==> src/rtl/ternary_host_driver_if.sv <==
// Host <-> driver bundle: weight/activation/result handshakes plus the
// accelerator pin group. The host (or bench) holds the master side.
interface ternary_host_driver_if #(
  parameter int IN_LEN    = 12,
  parameter int OUT_LEN   = 6,
  parameter int BIT_WIDTH = 8,
  parameter int W_WIDTH   = 2
);
  logic                                cfg_valid;
  logic                                cfg_ready;
  logic [W_WIDTH*IN_LEN*OUT_LEN-1:0]   cfg_weights;
  logic                                act_valid;
  logic                                act_ready;
  logic [IN_LEN*BIT_WIDTH-1:0]         act_data;
  logic                                res_valid;
  logic                                res_ready;
  logic [OUT_LEN*BIT_WIDTH-1:0]        res_data;
  logic                                acc_rst_n;
  logic [15:0]                         acc_in;
  logic [OUT_LEN-1:0]                  acc_out;

  modport master (
    output cfg_valid, cfg_weights, act_valid, act_data, res_ready, acc_out,
    input  cfg_ready, act_ready, res_valid, res_data, acc_rst_n, acc_in
  );

  modport slave (
    input  cfg_valid, cfg_weights, act_valid, act_data, res_ready, acc_out,
    output cfg_ready, act_ready, res_valid, res_data, acc_rst_n, acc_in
  );
endinterface

==> src/rtl/ternary_host_driver.sv <==
// Host-side sequencer for the ternary matmul accelerator: resets it, loads
// the weight set slice by slice, streams activation bit-planes in step with
// the accelerator's mod-8 counter, and deserializes the result streams.
//
// state | meaning
// IDLE  | accelerator held in reset, waiting for a weight set
// RSTP  | one-cycle accelerator reset pulse before loading
// LOAD  | one weight slice per cycle on acc_in
// MULT  | phase counter mirrors the accelerator; vectors stream here
module ternary_host_driver #(
  parameter int IN_LEN    = 12,
  parameter int OUT_LEN   = 6,
  parameter int BIT_WIDTH = 8,
  parameter int W_WIDTH   = 2,
  parameter int OUT_LAT   = 1
) (
  input  logic                  clk,
  input  logic                  rst,
  ternary_host_driver_if.slave  bus
);
  localparam int NSLICE = W_WIDTH * OUT_LEN;
  localparam int CNT_W  = $clog2(NSLICE);
  localparam logic [CNT_W-1:0] LAST_SLICE = CNT_W'(NSLICE - 1);
  // elapsed-cycle counter covers streaming plus the output latency
  localparam logic [3:0] CAP_FIRST = 4'(OUT_LAT);
  localparam logic [3:0] CAP_LAST  = 4'(OUT_LAT + BIT_WIDTH - 1);

  typedef enum logic [1:0] {IDLE, RSTP, LOAD, MULT} state_t;

  state_t                            state_q, state_d;
  logic [NSLICE*IN_LEN-1:0]          wts_q, wts_d;
  logic [IN_LEN*BIT_WIDTH-1:0]       act_q, act_d;
  logic [CNT_W-1:0]                  cnt_q, cnt_d;
  logic [2:0]                        phase_q, phase_d;
  logic                              inflight_q, inflight_d;
  logic [3:0]                        el_q, el_d;
  logic                              acc_rst_n_q, acc_rst_n_d;
  logic [IN_LEN-1:0]                 acc_in_q, acc_in_d;
  logic                              cfg_ready_q, cfg_ready_d;
  logic                              act_ready_q, act_ready_d;
  logic                              res_valid_q, res_valid_d;
  logic [OUT_LEN*BIT_WIDTH-1:0]      res_data_q, res_data_d;
  logic [2:0]                        cap_k;

  logic cfg_fire, act_fire, res_fire;

  // a weight set on cfg_valid always wins over a waiting activation vector
  assign cfg_fire = bus.cfg_valid & cfg_ready_q;
  assign act_fire = bus.act_valid & act_ready_q & ~bus.cfg_valid;
  assign res_fire = res_valid_q & bus.res_ready;
  assign cap_k    = 3'(el_q - CAP_FIRST);

  function automatic logic [IN_LEN-1:0] plane(input logic [IN_LEN*BIT_WIDTH-1:0] v,
                                               input logic [2:0] k);
    logic [IN_LEN-1:0] p;
    for (int i = 0; i < IN_LEN; i++) p[i] = v[i*BIT_WIDTH + int'(k)];
    return p;
  endfunction

  // next-state and next-output computation for every register
  always_comb begin
    state_d     = state_q;
    wts_d       = wts_q;
    act_d       = act_q;
    cnt_d       = cnt_q;
    phase_d     = phase_q;
    inflight_d  = inflight_q;
    el_d        = el_q;
    acc_rst_n_d = acc_rst_n_q;
    acc_in_d    = '0;
    res_data_d  = res_data_q;
    res_valid_d = res_valid_q & ~res_fire;

    case (state_q)
      IDLE: begin
        acc_rst_n_d = 1'b0;
        phase_d     = '0;
      end
      RSTP: begin
        state_d     = LOAD;
        cnt_d       = '0;
        acc_rst_n_d = 1'b1;
        acc_in_d    = wts_q[0 +: IN_LEN];
        phase_d     = '0;
      end
      LOAD: begin
        phase_d = '0;
        if (cnt_q == LAST_SLICE) begin
          state_d = MULT;
        end else begin
          cnt_d    = cnt_q + CNT_W'(1);
          acc_in_d = wts_q[int'(cnt_d)*IN_LEN +: IN_LEN];
        end
      end
      MULT: begin
        phase_d = phase_q + 3'd1;
        if (inflight_q) begin
          el_d = el_q + 4'd1;
          if (el_q < 4'd7) acc_in_d = plane(act_q, el_q[2:0] + 3'd1);
          if (el_q >= CAP_FIRST && el_q <= CAP_LAST) begin
            for (int j = 0; j < OUT_LEN; j++)
              res_data_d[j*BIT_WIDTH + int'(cap_k)] = bus.acc_out[j];
          end
          if (el_q == CAP_LAST) begin
            inflight_d  = 1'b0;
            res_valid_d = 1'b1;
          end
        end else if (act_fire) begin
          inflight_d = 1'b1;
          el_d       = '0;
          act_d      = bus.act_data;
          acc_in_d   = plane(bus.act_data, 3'd0);
        end
      end
      default: state_d = IDLE;
    endcase

    // cfg_ready is only high while idle or MULT with nothing in flight
    if (cfg_fire) begin
      state_d     = RSTP;
      wts_d       = bus.cfg_weights;
      acc_rst_n_d = 1'b0;
      acc_in_d    = '0;
      inflight_d  = 1'b0;
    end

    cfg_ready_d = (state_d == IDLE) || (state_d == MULT && !inflight_d);
    act_ready_d = (state_d == MULT) && (phase_d == 3'd7) && !inflight_d && !res_valid_d;
  end

  // all state and registered outputs
  always_ff @(posedge clk or posedge rst) begin
    if (rst) begin
      state_q     <= IDLE;
      wts_q       <= '0;
      act_q       <= '0;
      cnt_q       <= '0;
      phase_q     <= '0;
      inflight_q  <= 1'b0;
      el_q        <= '0;
      acc_rst_n_q <= 1'b0;
      acc_in_q    <= '0;
      cfg_ready_q <= 1'b1;
      act_ready_q <= 1'b0;
      res_valid_q <= 1'b0;
      res_data_q  <= '0;
    end else begin
      state_q     <= state_d;
      wts_q       <= wts_d;
      act_q       <= act_d;
      cnt_q       <= cnt_d;
      phase_q     <= phase_d;
      inflight_q  <= inflight_d;
      el_q        <= el_d;
      acc_rst_n_q <= acc_rst_n_d;
      acc_in_q    <= acc_in_d;
      cfg_ready_q <= cfg_ready_d;
      act_ready_q <= act_ready_d;
      res_valid_q <= res_valid_d;
      res_data_q  <= res_data_d;
    end
  end

  assign bus.cfg_ready = cfg_ready_q;
  assign bus.act_ready = act_ready_q & ~bus.cfg_valid;
  assign bus.res_valid = res_valid_q;
  assign bus.res_data  = res_data_q;
  assign bus.acc_rst_n = acc_rst_n_q;
  assign bus.acc_in    = 16'(acc_in_q);
endmodule

==> src/flat_wrapper.sv <==
// flat-port wrapper written by rule: the top's interface ports become plain ports
module ternary_host_driver_flat 
#(
  parameter int IN_LEN    = 12,
  parameter int OUT_LEN   = 6,
  parameter int BIT_WIDTH = 8,
  parameter int W_WIDTH   = 2,
  parameter int OUT_LAT   = 1
)
  (clk, rst, bus_cfg_valid, bus_cfg_weights, bus_act_valid, bus_act_data, bus_res_ready, bus_acc_out, bus_cfg_ready, bus_act_ready, bus_res_valid, bus_res_data, bus_acc_rst_n, bus_acc_in);
  ternary_host_driver_if #(.IN_LEN(IN_LEN), .OUT_LEN(OUT_LEN), .BIT_WIDTH(BIT_WIDTH), .W_WIDTH(W_WIDTH)) bus_i ();
  input  logic clk;
  input  logic rst;
  input wire logic [$bits(bus_i.cfg_valid)-1:0] bus_cfg_valid;
  input wire logic [$bits(bus_i.cfg_weights)-1:0] bus_cfg_weights;
  input wire logic [$bits(bus_i.act_valid)-1:0] bus_act_valid;
  input wire logic [$bits(bus_i.act_data)-1:0] bus_act_data;
  input wire logic [$bits(bus_i.res_ready)-1:0] bus_res_ready;
  input wire logic [$bits(bus_i.acc_out)-1:0] bus_acc_out;
  output wire logic [$bits(bus_i.cfg_ready)-1:0] bus_cfg_ready;
  output wire logic [$bits(bus_i.act_ready)-1:0] bus_act_ready;
  output wire logic [$bits(bus_i.res_valid)-1:0] bus_res_valid;
  output wire logic [$bits(bus_i.res_data)-1:0] bus_res_data;
  output wire logic [$bits(bus_i.acc_rst_n)-1:0] bus_acc_rst_n;
  output wire logic [$bits(bus_i.acc_in)-1:0] bus_acc_in;
  assign bus_i.cfg_valid = bus_cfg_valid;
  assign bus_i.cfg_weights = bus_cfg_weights;
  assign bus_i.act_valid = bus_act_valid;
  assign bus_i.act_data = bus_act_data;
  assign bus_i.res_ready = bus_res_ready;
  assign bus_i.acc_out = bus_acc_out;
  assign bus_cfg_ready = bus_i.cfg_ready;
  assign bus_act_ready = bus_i.act_ready;
  assign bus_res_valid = bus_i.res_valid;
  assign bus_res_data = bus_i.res_data;
  assign bus_acc_rst_n = bus_i.acc_rst_n;
  assign bus_acc_in = bus_i.acc_in;
  ternary_host_driver #(.IN_LEN(IN_LEN), .OUT_LEN(OUT_LEN), .BIT_WIDTH(BIT_WIDTH), .W_WIDTH(W_WIDTH), .OUT_LAT(OUT_LAT)) u_core (.clk(clk), .rst(rst), .bus(bus_i));
endmodule
==> config.mk <==
export PLATFORM = sky130hd
export DESIGN_NAME = ternary_host_driver_flat
export DESIGN_NICKNAME = d
export VERILOG_FILES = /design/src/rtl/ternary_host_driver_if.sv /design/src/rtl/ternary_host_driver.sv /design/src/flat_wrapper.sv
export SDC_FILE = /design/constraint.sdc
export NUM_CORES = 1
export LEC_CHECK = 0
export ABC_AREA = 1
export CORE_MARGIN = 4
export CORE_UTILIZATION = 40
export CTS_CLUSTER_DIAMETER = 60
export DETAILED_ROUTE_END_ITERATION = 12
export PLACE_DENSITY = 0.65
export SYNTH_ARGS = -nofsm -noshare
export SYNTH_HDL_FRONTEND = slang
export SYNTH_SLANG_ARGS = --single-unit
==> constraint.sdc <==
create_clock -name clk -period 11.55 [get_ports clk]
set_input_delay 1.7325 -clock clk [delete_from_list [all_inputs] [get_ports clk]]
set_output_delay 1.7325 -clock clk [all_outputs]
set_load 0.01 [all_outputs]
==> summary.txt <==
Clocking
  • CTS Buffer Depth: 3
  • Post-CTS sizing: 0
  • Post-CTS Hold Buffers: 0
  • Clk pin slew, worst setup/hold paths: 0.05 ns
  • Worst skew pair latency: 0.52 ns
  • H-tree levels: 2
  • # Post-CTS Setup Buffers: 0
  • CTS tree: built
  • Num CTS Buffers: 38
  • Clk sinks: 318
  • CTS Root Cell: clkbuf_16

Worst setup path
  • CP arrival: 2.90 ns
  • CP Capture Type: primary output
  • WS Path Type: primary input to primary output
  • Worst setup SP type: primary input
  • Required time worst endpoint: 9.82 ns
  • Worst-path maximum fanout: 2

GRT
  • Initial antenna violation count: 1
  • Largest net degree at the start of global routing: 180
  • GRT overflow: 0
  • First-pass GRT wire length: 71.10 mm
  • Number of global-route vias before repair: 13000
  • Tot GR Track Use: 21.47%

Routing
  • DR vias/cell: 4.929
  • First-pass DRT Iterations: 7
  • WL per Instance: 16.77 um
  • Vias: 13200
  • Starting DRT DRC Count: 1179
  • DRC Markers: 0
  • Final ANT Viol Nets: 0
  • Routed wire length: 44.92 mm

Timing
  • Total negative setup slack: 0 ns
  • Final period demand of the worst path: 4.636 ns
  • Slew Limit Headroom: 15.67%
  • Clk_skew: 0.02511 ns
  • RSZ-0062 raised after global routing: no
  • F_max: 215.7 MHz
  • Final count of pins violating max slew: 0
  • Final period util: 40.14%
  • Final Hold Viols: 0
  • Slew @ Worst Pin: 1.265 ns
  • Setup-failing EPs final: 0

Run
  • Max_cap viols: 0

Die
  • DIE AREA: 40420 sq um
  • Core Area: 36700 sq um
  • # IOs: 319
  • Die height: 201.0 um
  • Chip width: 201.0 um
  • # rows: 70
  • Initial core utilization: 40.62%

Power and ir drop
  • Final Total Pwr: 4.063 mW
  • Lkg Pwr: 9.479 nW
  • Worst VDD drop: 119.5 uV
  • Power density over the cells: 208.2 nW/um^2

Yosys
  • Sequential share of the synthesized area: 53.39%
  • Yosys cell types: 29
  • Most used DFF post-synth: dfrtp_1
  • Yosys top cell by area: dfrtp_1
  • Synth warnings: 0
  • Post-Synthesis Cells: 1936
  • Syn_area_per_cell: 7.700 sq um
  • Ranking of synthesized cells by area: dfrtp_1 53%, nand2_1 20%, o21ai_0 6.6%, inv_1 5.1%, nand3_1 5.1%
  • Number of synthesized flops with an enable pin: 0
  • Synth top area share: 53.21%
  • Most numerous cell in the Yosys netlist: nand2_1
  • Ys async rst share: 100.0%
  • Seq cells post-synth: 318
  • Synth cell count leaders: 778 x nand2_1, 317 x dfrtp_1, 204 x inv_1
  • Mapped cell area: 14910 sq um

Run status
  • Status: completed

Place
  • Port buffer count: 314
  • Routability Congestion: 0.8316
  • DP Wirelength: 31.19 mm

Cells and area
  • Area used by multi-input combinational logic: 5627 sq um
  • Fillcell total: 3455
  • Synthesis-to-finish area growth: 30.90%
  • Register area: 7961 sq um
  • NumNets Final: 2446
  • Proportion of layout cells with a drive suffix above 1: 4.118%

Hold path
  • Worst Hold Class: register to register
==> final cells by class <==
class | count | share of cell area [%]
Clock buffer | 56 | 6.060
Timing Repair Buffer | 322 | 16.48
Multi-Input combinational cell | 1294 | 28.84
Antenna cell | 1 | 0.01282
Inverter | 210 | 4.104
Sequential cell | 318 | 40.80
Tap cell | 468 | 3.001
Clock inverter | 10 | 0.7054
==> worst max-delay path: stages <==
cell and delay, ns:
clkdlybuf4s50_1 0.42, nor2_1 0.18, clkdlybuf4s50_1 0.57
==> registers in the layout (all words and copies together), names as in the netlist <==
register	flops
u_core.cnt_q	4
u_core.bus.acc_rst_n	1
u_core.wts_q	144
u_core.act_ready_q	1
u_core.phase_q	3
u_core.el_q	4
u_core.state_q	2
u_core.acc_in_q	12
u_core.bus.res_valid	1
u_core.bus.res_data	48
u_core.inflight_q	1
u_core.act_q	96
u_core.bus.cfg_ready	1
==> path summary, 6_finish.rpt <==
kind	start	endpoint	slack [ns]	cells past startpoint
max in group asynchronous	rst	u_core.bus.res_data[13]	8.27	3
min	u_core.phase_q[0]	u_core.phase_q[0]	0.45	1
min reg2reg	u_core.phase_q[0]	u_core.phase_q[0]	0.45	1
min in group asynchronous	rst	u_core.wts_q[43]	1.76	2
max reg2reg	u_core.state_q[1]	u_core.act_q[43]	8.10	9
max	bus_cfg_valid	bus_act_ready	6.91	3
==> placed cells by master (no fill, tap or decap), drive strengths merged <==
master,count
inv,211
clkinvlp,2
clkdlybuf4s50,314
clkbuf,56
dfstp,1
clkinv,4
xor2,2
diode,1
nor3,1
nand3,152
buf,8
o211ai,2
ha,11
nand4,8
nor2,32
xnor2,2
bufinv,3
nand2,780
a21oi,51
dfrtp,317
o21ai,245
o22ai,4
conb,4
==> where the power goes <==
part           leakage (nW)  switching (mW)  internal, mW
combinational          5.15           0.903         0.443
clock                 0.646           0.460         0.775
sequential             3.69          0.0970          1.39
==> metrics by stage <==
step                cells  instance area, sq um  util, %  hold slack, ns  setup WS (ns)
detailed placement   2612                 18190    49.57          0.4443          6.666
CTS                  2678                 19510    53.16          0.4508          6.902
global placement     2612                 18190    49.57          0.4283          6.730
finish               2679                 19510    53.17          0.4494          6.914
global route         2678                 19510    53.16          0.4783          6.859
floorplan            1939                 14920        -          0.4192          1.020
==> layer usage <==
metal	global-route usage (%)	vias to the layer above	wire length, um
li1	-	6519	-
met1	31.25	6166	20510
met2	33.13	461	20270
met3	4.443	58	3155
met4	5.236	0	985
met5	0	-	0
==> logic make-up after synthesis <==
logic type	Yosys count	share of synthesized area, %
simple gates	973	26.05
buf+inv	327	8.939
flops	318	53.39
compound gates	302	10.38
fa+ha+maj	11	0.9233
xor+xnor	4	0.2854
other cells	1	0.02516
Note: power is estimated with default switching activity, not from simulation.
